--- config.mk ---
export PLATFORM = sky130hd
export DESIGN_NAME = rst_seq_synch
export DESIGN_NICKNAME = d
export VERILOG_FILES = /design/src/rtl/rst_seq_synch.sv
export SDC_FILE = /design/constraint.sdc
export NUM_CORES = 1
export LEC_CHECK = 0
export ABC_AREA = 1
export CAP_MARGIN = 25
export CELL_PAD_IN_SITES_DETAIL_PLACEMENT = 0
export CELL_PAD_IN_SITES_GLOBAL_PLACEMENT = 1
export CORE_MARGIN = 5
export CORE_UTILIZATION = 40
export DETAILED_ROUTE_END_ITERATION = 10
export PLACE_DENSITY = 0.72
export SETUP_SLACK_MARGIN = 0.4
export SYNTH_ARGS = -nofsm -noshare
export SYNTH_HDL_FRONTEND = slang
export SYNTH_SLANG_ARGS = --single-unit
--- constraint.sdc ---
create_clock -name clk -period 1.9 [get_ports clk]
set_input_delay 0.38 -clock clk [delete_from_list [all_inputs] [get_ports clk]]
set_output_delay 0.38 -clock clk [all_outputs]
set_load 0.02 [all_outputs]
--- src/rtl/rst_seq_synch.sv ---
// Reset synchroniser and sequencer: async assert, staged sync release
// of CHANNELS reset domains with stretch, gap, sw request and cause.
`timescale 1ns/1ps
module rst_seq_synch #(
    parameter int STAGES   = 2,
    parameter int CHANNELS = 4,
    parameter int STRETCH  = 0,
    parameter int GAP      = 16,
    parameter int NEGEDGE  = 1
) (
    input  logic                clk,
    input  logic                RST_n,
    input  logic                sw_rst_req,
    output logic [CHANNELS-1:0] rst_n,
    output logic                all_released,
    output logic [1:0]          rst_cause
);

    localparam int MAXV = (STRETCH > GAP) ? STRETCH : GAP;
    localparam int CW   = (MAXV < 1) ? 1 : $clog2(MAXV + 1);

    localparam logic [CW-1:0] STR_FULL = CW'(STRETCH);
    localparam logic [CW-1:0] STR_M1   =
        (STRETCH == 0) ? '0 : CW'(STRETCH - 1);
    localparam logic [CW-1:0] GAP_M1   = CW'(GAP - 1);
    localparam bit            NO_STR   = (STRETCH == 0);

    typedef enum logic [1:0] {
        S_RESET,
        S_STRETCH,
        S_RELEASE,
        S_RUN
    } state_t;

    logic                aclk;
    logic [STAGES-1:0]   sync_q;
    logic                sync_ok;
    logic                sync_pre;
    logic                sw_hit;
    logic                step;
    logic [CHANNELS-1:0] fill;
    logic                fill_last;

    state_t              state_q, state_d;
    logic [CW-1:0]       cnt_q, cnt_d;
    logic [CHANNELS-1:0] rn_q, rn_d;
    logic                all_q, all_d;
    logic [1:0]          cause_q, cause_d;

    // Edge select: every flop runs on the rising edge of aclk.
    assign aclk = (NEGEDGE != 0) ? ~clk : clk;

    // Sync chain shifting in ones; async clear on RST_n.
    always_ff @(posedge aclk or negedge RST_n) begin
        if (!RST_n) begin
            sync_q <= '0;
        end else begin
            sync_q <= {sync_q[STAGES-2:0], 1'b1};
        end
    end

    // sync_pre is the D of the sync_ok flop, so RESET is left at the
    // very edge on which sync_ok rises (legacy E2 timing for STAGES=2).
    assign sync_ok  = sync_q[STAGES-1];
    assign sync_pre = sync_q[STAGES-2];

    // Next release pattern: one more bit filled from the bottom.
    generate
        if (CHANNELS == 1) begin : g_one
            assign fill = 1'b1;
        end else begin : g_many
            assign fill = {rn_q[CHANNELS-2:0], 1'b1};
        end
    endgenerate

    assign fill_last = fill[CHANNELS-1];

    assign sw_hit = sw_rst_req & sync_ok & (state_q != S_RESET);

    // FSM state, counter and registered outputs.
    always_ff @(posedge aclk or negedge RST_n) begin
        if (!RST_n) begin
            state_q <= S_RESET;
            cnt_q   <= '0;
            rn_q    <= '0;
            all_q   <= 1'b0;
            cause_q <= 2'b01;
        end else begin
            state_q <= state_d;
            cnt_q   <= cnt_d;
            rn_q    <= rn_d;
            all_q   <= all_d;
            cause_q <= cause_d;
        end
    end

    // Next-state: stretch, then one channel per GAP; sw request wins.
    always_comb begin
        state_d = state_q;
        cnt_d   = cnt_q;
        rn_d    = rn_q;
        all_d   = all_q;
        cause_d = cause_q;
        step    = 1'b0;

        unique case (state_q)
            S_RESET: begin
                if (sync_pre) begin
                    if (NO_STR) begin
                        step = 1'b1;
                    end else begin
                        state_d = S_STRETCH;
                        cnt_d   = STR_M1;
                    end
                end
            end
            S_STRETCH, S_RELEASE: begin
                if (cnt_q == '0) begin
                    step = 1'b1;
                end else begin
                    cnt_d = cnt_q - CW'(1);
                end
            end
            S_RUN: begin
                state_d = S_RUN;
            end
            default: begin
                state_d = S_RESET;
            end
        endcase

        if (step) begin
            rn_d = fill;
            if (fill_last) begin
                state_d = S_RUN;
                all_d   = 1'b1;
            end else begin
                state_d = S_RELEASE;
                cnt_d   = GAP_M1;
            end
        end

        // Full stretch value: the request edge itself is one low cycle.
        if (sw_hit) begin
            state_d = S_STRETCH;
            cnt_d   = STR_FULL;
            rn_d    = '0;
            all_d   = 1'b0;
            cause_d = 2'b10;
        end
    end

    assign rst_n        = rn_q;
    assign all_released = all_q;
    assign rst_cause    = cause_q;

endmodule

==> out/metrics.yaml <==
dieArea_sq_um: 3070
synth_compound_area_share_pct: 5.78
r2r_cells: 9
synth-seq-area-share_pct: 48.8
holdWs_ns: 0.320
cts.clk_slew.worst_paths_ns: 0.07
status: "finished with violations"
yosysTopAreaCell: "dfrtn_1"
irDropWorstVdd_mv: 0.582
cts_made_buffers: 3
dr.pass1.iters: 4
dp_hpwl_mm: 1.14
fin_nets: 125
synth_xor_area_share_pct: 1.06
seqPwrFrac_pct: 36.7
grt_pass1_wl_mm: 2.93
synth-simple-area-share_pct: 32.4
power.density_nw_per_um2: 986
ant_nets: 0
avgSynthCellArea_sq_um: 9.46
pwr-share-clk_pct: 19.5
hp-start: "sync_q[0]"
drt-initial-drc-count: 7
yosys_register_bits: 16
crit_fanout: 2
r2r_slack_ns: 0.36
dp_cells: 128
drt_drc_violations_left: 0
cts-root-buf: "clkbuf_4"
worstSetupEndpointType: "primary output"
worst_r2r_endpoint: "cnt_q[0]"
netSwitchingPower_mw: 0.453
drive_above_1_share_pct: 47.5
grt_pass1_vias: 632
internal_power_mw: 0.757
fin_cells: 145
final_util_pct: 62.6
globalRouteOverflowTotal: 0
fillers: 176
detail_route.wl_per_cell_um: 11.8
antenna_cells: 0
power_leakage_nw: 0.634
setup_ws_ns: -0.412
drv_cap: 0
min_to: "sync_q[1]"
num_rows: 16
area_growth_pct: 49.1
cpLargestDelayFamily: "flip-flops"
synth-main-ff-cell: "dfrtn_1"
power_mw: 1.21
synth_fa_ha_area_share_pct: 4.56
violations: "negative setup slack"
crit_path_start_kind: "flop"
gp_congestion: 0.710
via_count: 666
avgViaCountPerCell: 4.59
yosysWarnings: 0
worstHoldPathType: "reg2reg"
maxSlewViolCount: 0
htree_levels: 1
syn-num-nets: 93
skew_ns: 0.0537
p_sw_share_pct: 37.4
setup_viol: 7
whs_path_depth: 0
synth-edff-count: 0
synth_top_area_share_pct: 45.6
muxShareOfSynthArea_pct: 0
cts.sinks: 16
synthTopCellsByCount: "nand2_1, dfrtn_1, inv_1"
critical_path.max_stage_delay_ns: 0.52
grt_max_degree: 10
yosysUniqueCellTypes: 24
critPathBufInv: 1
place.port_buffers: 9
arrival_ns: 1.93
netlist_area_sq_um: 823
crit_slowest_cell: "dfstp_2"
dieWidth_um: 55.4
die_h_um: 55.4
p_comb_share_pct: 43.8
grt_usage_pct: 12.0
synth_top_family_by_area: "simple AND/OR/NAND/NOR gates"
cts_buffer_depth: 2
cts_tree: "built"
synth_area_leaders: "dfrtn_1, nand2_1, inv_1"
async_flop_share_pct: 100
wl_mm: 1.71
antenna_found_initial: 0
r2r_start: "state_q[1]"
clk_latency_ns: 0.35
yosys.cell_count.top_type: "nand2_1"
rsz0062_at_grt: "yes"
cp_cell_sequence: "buf_6"
core-area_sq_um: 1960
synthCells: 87
required_ns: 1.52
hold_violations: 0
initial_core_util_pct: 42.0
crit_type: "reg2out"
io_pins: 10
kinds of logic (layout without fill, tap and decap cells):
group	Yosys count	in the layout
buf+inv	15	45
other cells	1	1
flops	16	16
compound gates	6	6
fa+ha+maj	3	3
simple gates	45	46
xor+xnor	1	1
flip-flops by register name, summed over array words and instances (netlist names):
| register | flops |
|---|---|
| all_released | 1 |
| cnt_q | 5 |
| rst_cause | 2 |
| rst_n | 4 |
| state_q | 2 |
| sync_q | 2 |
area by class of cell:
cell class	instances	area (sq um)	area share, %
clock buffers	4	36.3	2.96
repair buffers	27	255	20.8
flip-flops and latches	16	402	32.7
multi-input cells	57	448	36.5
well taps	27	33.8	2.75
inverters	13	48.8	3.98
clock inverters	1	3.75	0.306
per-layer routing:
metal | share of wire (%) | global-route usage, %
met5 | 0 | 0
met4 | 0.93 | 4.17
met3 | 3.7 | 3.26
met2 | 46 | 18.2
met1 | 49 | 16.3
per-stage QoR:
step                setup slack [ns]  TNS [ns]  area, sq um
finish                        -0.412     -2.10         1230
global route                  -0.438     -2.29         1230
CTS                           -0.421     -2.12         1190
detailed placement            -0.608    -10.94         1030
global placement              -0.606    -10.85         1030
floorplan                    0.00750         0          872
placed cells by master (no fill, tap or decap), types with 2 or more instances in the layout:
| master | instances |
|---|---|
| buf_4 | 15 |
| buf_6 | 10 |
| clkbuf_4 | 3 |
| dfrtn_1 | 15 |
| ha_1 | 2 |
| inv_1 | 13 |
| nand2_1 | 14 |
| nand2_2 | 3 |
| nand2_4 | 3 |
| nand3_1 | 4 |
| nand3_2 | 4 |
| nand3b_4 | 2 |
| nand4_1 | 5 |
| nor2_1 | 6 |
| nor2_4 | 2 |
| o21ai_2 | 4 |
repair_timing:
action	in CTS	in global routing
hold buffers	0	0
endpoints found under the hold margin	0	0
cloned	1	0
pin swaps	7	5
endpoints found under the setup margin	21	20
setup buffers	8	4
gates resized for setup	56	2
power groups by stage:
stage	combinational, mW	sequential (mW)	clock [mW]
global placement	0.437	0.445	0.00659
global route	0.591	0.450	0.256
floorplan	0.329	0.454	0.00659
finish	0.530	0.444	0.236
detailed placement	0.441	0.448	0.00659
CTS	0.501	0.445	0.239
worst max path at each step:
stage	start	endpoint	slack [ns]	depth (start not counted)
global placement	sw_rst_req	rst_n[3]	-0.61	4
detailed placement	sw_rst_req	cnt_q[0]	-0.61	4
CTS	rst_cause[0]	rst_cause[0]	-0.42	1
floorplan	rst_cause[0]	rst_cause[0]	0.007	0
finish	rst_cause[0]	rst_cause[0]	-0.41	1
global route	rst_cause[0]	rst_cause[0]	-0.44	1
Note: power is estimated with default switching activity, not from simulation.
